File: src/rtl/arb_pkg.sv
// Shared sizes and FSM state type for the 32-way round-robin arbiter.
package arb_pkg;
   localparam int N_REQ = 32;
   localparam int IDX_W = 5;

   typedef enum logic {
      IDLE  = 1'b0,
      GRANT = 1'b1
   } state_t;
endpackage

File: src/rtl/decoder5to32.sv
// Binary-to-one-hot decoder: 5-bit index to 32-bit one-hot vector.
module decoder5to32
   import arb_pkg::*;
(
   input  logic [IDX_W-1:0] i_sel,
   output logic [N_REQ-1:0] o_dec
);

   always_comb begin
      o_dec        = '0;
      o_dec[i_sel] = 1'b1;
   end

endmodule

File: src/rtl/rr_arbiter32.sv
// 32-requester round-robin arbiter with release, request-drop and HOLD_MAX
// forced end; at least one IDLE cycle separates consecutive grants.
module rr_arbiter32
   import arb_pkg::*;
#(
   parameter int HOLD_MAX = 16
) (
   input  logic             clk,
   input  logic             rst_n,
   input  logic [N_REQ-1:0] req,
   input  logic             release_i,
   output logic             grant_valid,
   output logic [IDX_W-1:0] grant_idx,
   output logic [N_REQ-1:0] grant_onehot,
   output logic             timeout
);

   localparam int                CNT_W     = $clog2(HOLD_MAX);
   localparam logic [CNT_W-1:0]  HOLD_LAST = CNT_W'(HOLD_MAX - 1);

   // Rotate so bit 0 is the requester at ptr, then take the lowest set bit.
   function automatic logic [IDX_W-1:0] f_pick(input logic [N_REQ-1:0] i_vec,
                                                input logic [IDX_W-1:0] i_ptr);
      logic [2*N_REQ-1:0] w_dbl;
      logic [N_REQ-1:0]   w_rot;
      logic [IDX_W-1:0]   w_off;
      logic               w_found;
      w_dbl   = {i_vec, i_vec};
      w_rot   = w_dbl[i_ptr +: N_REQ];
      w_off   = '0;
      w_found = 1'b0;
      for (int unsigned i = 0; i < N_REQ; i++) begin
         if (w_rot[i] && !w_found) begin
            w_off   = IDX_W'(i);
            w_found = 1'b1;
         end
      end
      return i_ptr + w_off;
   endfunction

   state_t           r_state, w_state_nxt;
   logic [IDX_W-1:0] r_ptr, w_ptr_nxt;
   logic [CNT_W-1:0] r_hold_cnt, w_hold_nxt;
   logic             r_grant_valid, w_valid_nxt;
   logic [IDX_W-1:0] r_grant_idx, w_idx_nxt;
   logic             r_timeout, w_timeout_nxt;
   logic             w_owner_req;
   logic [N_REQ-1:0] w_dec;

   assign w_owner_req = req[r_grant_idx];

   always_ff @(posedge clk or negedge rst_n) begin
      if (!rst_n) begin
         r_state       <= IDLE;
         r_ptr         <= '0;
         r_hold_cnt    <= '0;
         r_grant_valid <= 1'b0;
         r_grant_idx   <= '0;
         r_timeout     <= 1'b0;
      end else begin
         r_state       <= w_state_nxt;
         r_ptr         <= w_ptr_nxt;
         r_hold_cnt    <= w_hold_nxt;
         r_grant_valid <= w_valid_nxt;
         r_grant_idx   <= w_idx_nxt;
         r_timeout     <= w_timeout_nxt;
      end
   end

   always_comb begin
      w_state_nxt   = r_state;
      w_ptr_nxt     = r_ptr;
      w_hold_nxt    = r_hold_cnt;
      w_valid_nxt   = r_grant_valid;
      w_idx_nxt     = r_grant_idx;
      w_timeout_nxt = 1'b0;
      case (r_state)
         IDLE: begin
            if (|req) begin
               w_state_nxt = GRANT;
               w_valid_nxt = 1'b1;
               w_idx_nxt   = f_pick(req, r_ptr);
               w_hold_nxt  = '0;
            end
         end
         GRANT: begin
            // Only the hold limit can end a grant with release low and req still up.
            if (release_i || !w_owner_req || (r_hold_cnt == HOLD_LAST)) begin
               w_state_nxt   = IDLE;
               w_valid_nxt   = 1'b0;
               w_ptr_nxt     = r_grant_idx + 1'b1;
               w_timeout_nxt = !release_i && w_owner_req;
            end else begin
               w_hold_nxt = r_hold_cnt + 1'b1;
            end
         end
         default: begin
            w_state_nxt = IDLE;
            w_valid_nxt = 1'b0;
         end
      endcase
   end

   decoder5to32 u_dec (
      .i_sel (r_grant_idx),
      .o_dec (w_dec)
   );

   assign grant_onehot = w_dec & {N_REQ{r_grant_valid}};
   assign grant_valid  = r_grant_valid;
   assign grant_idx    = r_grant_idx;
   assign timeout      = r_timeout;

endmodule

File: config.mk
export PLATFORM = sky130hd
export DESIGN_NAME = rr_arbiter32
export DESIGN_NICKNAME = d
export VERILOG_FILES = /design/src/rtl/arb_pkg.sv /design/src/rtl/decoder5to32.sv /design/src/rtl/rr_arbiter32.sv
export SDC_FILE = /design/constraint.sdc
export NUM_CORES = 1
export LEC_CHECK = 0
export ABC_AREA = 1
export CORE_MARGIN = 2
export CORE_UTILIZATION = 50
export DETAILED_ROUTE_END_ITERATION = 6
export PLACE_DENSITY = 0.89
export RECOVER_POWER = 100
export SETUP_SLACK_MARGIN = 0.1
export SYNTH_ARGS = -nofsm -noshare
export SYNTH_HDL_FRONTEND = slang
export SYNTH_SLANG_ARGS = --single-unit
File: constraint.sdc
create_clock -name clk -period 4.2 [get_ports clk]
set_input_delay 0.84 -clock clk [delete_from_list [all_inputs] [get_ports clk]]
set_output_delay 0.84 -clock clk [all_outputs]
set_load 0.05 [all_outputs]
==> impl_metrics.toml, run 1 <==
[clock_network]
root_buffer = "clkbuf_8"
htreeDepth = 1
numCtsBuffers = 3
cts.sinks = 17
clk_path_buf_depth = 2

[synthesis]
synth-seq-area-share_pct = 10.4
synth_edf_count = 0
async_reset_ff_share_pct = 100
postSynth.topFlopCell = "dfrtp_1"
synth_area_mm2 = 0.00408
synth_nets = 792
avgSynthCellArea_um2 = 5.46
synth_top_area_cell = "nand3_1"
synthCells = 747
synth_top_area_share_pct = 23.3
yosysUniqueCellTypes = 45
synth_seq_cells = 17
yosysWarnings = 0
synthTopCellsByArea = "nand3_1, nand2_1, dfrtp_1"

[floorplan]
die_h_um = 94.3
die_w_um = 94.3
io_pins = 74
num_rows = 32
start_util_pct = 52.2

[outcome]
stop_stage = "global routing"
toolErrorMsg = "[ERROR GRT-0116] Global routing finished with congestion. Check the congestion regions in the DRC Viewer."
status = "aborted with a tool error"

[global_route]
grt_pass1_wl_um = 46900
grt_usage_pct = 70.3
grt_max_degree = 34
gr-total-overflow = 4
grt_pass1_vias = 8477

[placed_design]
dp_hpwl_um = 12700
place.gp.congestion = 1.10
port_buffers = 73
==> Yosys cell counts, types with 2 or more instances <==
master / instances
ha_1: 9
nand4_1: 13
nor4_1: 9
nor3_1: 8
nor2_1: 69
a31oi_1: 3
nand4_2: 7
o2111ai_1: 2
o21ai_0: 46
inv_1: 50
o21a_1: 16
xor2_1: 4
buf_1: 7
buf_6: 4
nand2_1: 183
a21oi_1: 6
buf_2: 12
a21boi_0: 2
buf_4: 4
nor2_2: 10
xnor2_1: 3
o41ai_1: 2
clkbuf_1: 15
nand3_1: 190
inv_2: 4
o22ai_1: 9
o21ai_1: 6
nor2_4: 2
nand3_2: 5
dfrtp_1: 17
a22o_1: 2
nand2_2: 15
==> cell families after synthesis <==
family / share of synthesized area (%)
compound gates: 15.2
xor+xnor: 1.50
simple gates: 59.0
flops: 10.4
buf+inv: 10.7
fa+ha+maj: 3.25
==> metrics by stage <==
stage	cell area, um2	std cells	setup slack [ns]	hold slack (ns)
3_5_place_dp	5680	1002	-1.43	0.522
3_3_place_gp	5680	1002	-0.950	0.519
2_1_floorplan	4080	747	-0.172	0.491
4_1_cts	6670	1056	-0.613	0.530
==> layer usage <==
layer | GRT overflow | GRT usage [%]
met1 | 0 | 68.8
met2 | 0 | 84.2
met3 | 0 | 61.0
met4 | 4 | 66.5
met5 | 0 | 38.7
==> repair_timing <==
item,CTS
gates resized for setup,310
pin swaps,76
hold buffers,0
cloned,0
setup endpoints to repair,5
setup buffers,50
==> inputs of run 2 (changes only) <==
- CORE_UTILIZATION: 50 -> 35
- PLACE_DENSITY: 0.89 -> not set
- PLACE_DENSITY_LB_ADDON: not set -> 0.15
- SETUP_SLACK_MARGIN: 0.1 -> not set
- clock period: 4.2 -> 5.5 ns (I/O delays scaled with it)
==> impl_metrics.toml, run 2 <==
[outcome]
status = "completed"

[drt]
wl_per_cell_um = 16.2
viasPerCell = 5.57
drc_errors = 0
routed_wl_um = 16300
drt_iter0_markers = 473
dr.pass1.iters = 5
antenna_left = 0
vias = 5617

[final_layout]
fin_cells = 1008
final_common_cell = "nand2_1"
area_growth_pct = 48.2
final_core_util_pct = 53.2
layout_common_cells = "nand2_1, nand3_2, nand3_1"
n_antenna_cell = 0
layout.nets = 911
drive_gt1_share_pct = 38.8
stdcell_area_mm2 = 0.00604

[worst_setup_path]
critPathKind = "in -> reg"
crit_start = "req[25]"
rr_startpoint = "r_ptr[1]"
crit_top_cell = "nor2_2"
crit_arrival_ns = 5.33
cp-end-kind = "register"
critPathSlowestCell = "fa_2"
required_ns = 5.68
path_max_fanout = 3
critical_path.max_stage_delay_ns = 0.36
startpoint_type = "primary input"

[synthesis]
yosys-mux-area-fraction_pct = 0
synth_xor_area_share_pct = 1.50
synth_area_mm2 = 0.00408
synth_seq_cells = 17
async_reset_ff_share_pct = 100
synthAdderAreaFrac_pct = 3.25
synth_top_area_share_pct = 23.3
postSynth.topFlopCell = "dfrtp_1"
synth-seq-area-share_pct = 10.4
synthCells = 747
yosysWarnings = 0
synth_top_family_by_area = "simple AND/OR/NAND/NOR gates"
synth_nets = 792
synth_top_area_cell = "nand3_1"
yosysMostFrequentCell = "nand3_1"
synth_compound_area_share_pct = 15.2
avgSynthCellArea_um2 = 5.46
synthTopCellsByArea = "nand3_1, nand2_1, dfrtp_1"
yosysUniqueCellTypes = 45
yosys.area_share.simple_pct = 59.0
synth_edf_count = 0
netlist_top_cells_count = "nand3_1, nand2_1, nor2_1"

[sta]
worstMarginPinSlew_ns = 0.788
min_period_ns = 5.14
whs_ns = 0.534
maxSlewHeadroom_pct = 47.3
max_freq_mhz = 194
finClkSkew_ns = 0.00246
finalSetupViolations = 0
final_max_slew_viol_count = 0
hold_violations = 0
post-route-period-util_pct = 93.5

[floorplan]
coreArea_mm2 = 0.0114
die_h_um = 112
io_pins = 74
die_w_um = 112
num_rows = 39
fp.dieArea_mm2 = 0.0125
start_util_pct = 35.9

[placed_design]
place.gp.congestion = 0.944
placed_area_mm2 = 0.00530
dp_hpwl_um = 12600
placed_cells = 991
port_buffers = 73

[clock_network]
cts.sinks = 17
htreeDepth = 1
path_clk_slew_ns = 0.05
clk_path_buf_depth = 2
numCtsBuffers = 3
cts_tree = "built"
root_buffer = "clkbuf_16"
cts_hold_buffers = 0
clk_latency_ns = 0.24

[hold_path]
hold_class = "reg -> reg"
min_from = "r_hold_cnt[0]"

[global_route]
grt_pass1_vias = 5075
grt_max_degree = 39
grt_pass1_wl_um = 24900
gr-total-overflow = 0
grt_antenna_before_repair = 0
grt_usage_pct = 23.8

[power_and_ir_drop]
p_leak_nw = 2.93
vdd_drop_max_mv = 0.284
power_density_mw_per_mm2 = 641

[flow_run]
cap_violations = 0
-- run 2: cell counts after synthesis --
No cell type changed its count.
-- run 2: layer usage --
metal,vias to the layer above,GRT usage [%],wire length [um]
met3,36,1.74,561
li1,2805,-,-
met2,141,40.3,7930
met4,0,6.42,423
met5,-,0,0
met1,2635,32.8,7390
-- run 2: power breakdown --
part | internal, mW | switching, mW
combinational | 1.20 | 2.27
clock | 0.0971 | 0.0447
sequential | 0.170 | 0.0886
total | 1.47 | 2.40
-- run 2: timing repair --
item                                    in CTS  in global routing
buffers inserted                             0                 13
endpoints found under the setup margin       1                  4
gates resized for setup                      3                240
pin swaps                                    1                 79
-- run 2: stage by stage --
step | total power, mW | setup TNS, ns | setup WS, ns
3_5_place_dp | 3.19 | -0.387 | -0.300
2_1_floorplan | 2.33 | 0 | 0.826
4_1_cts | 3.36 | 0 | 0.00406
6_report | 3.87 | 0 | 0.357
3_3_place_gp | 3.16 | -0.126 | -0.126
5_1_grt | 4.22 | -0.154 | -0.128
-- run 2: final cells by class --
| cell class | instances | area, um2 |
|---|---|---|
| clock buffers | 3 | 75.1 |
| repair buffers | 156 | 1200 |
| flip-flops and latches | 17 | 425 |
| well taps | 143 | 179 |
| fillers | 1188 | 5330 |
| inverters | 57 | 219 |
| multi-input cells | 631 | 3940 |
| clock inverters | 1 | 5.00 |
-- run 2: cell families (layout without fill, tap and decap cells) --
family | count (synthesis) | count (layout)
buffers and inverters | 99 | 217
AND/OR/NAND/NOR | 513 | 513
flip-flops | 17 | 17
AO/OA/AOI/OAI | 101 | 101
adder cells (fa/ha/maj) | 10 | 10
XOR/XNOR | 7 | 7
-- run 2: critical path: cells and delay by family --
kind                     cells  cell delay (ns)
AO/OA/AOI/OAI                2             0.25
XOR/XNOR                     1             0.18
adder cells (fa/ha/maj)      2             0.57
buffers and inverters        3             0.27
AND/OR/NAND/NOR             27             2.95
-- run 2: path summary, 6_finish.rpt --
check	endpoint	slack [ns]	depth (start not counted)
setup / recovery	grant_idx[4]	0.36	35
max in group asynchronous	r_ptr[4]	3.62	1
setup reg to reg	grant_idx[4]	0.52	34
hold reg to reg	r_hold_cnt[0]	0.53	1
hold / removal	r_hold_cnt[0]	0.53	1
min in group asynchronous	r_hold_cnt[0]	1.39	1
No activity file was read; power rests on OpenSTA's default activity.
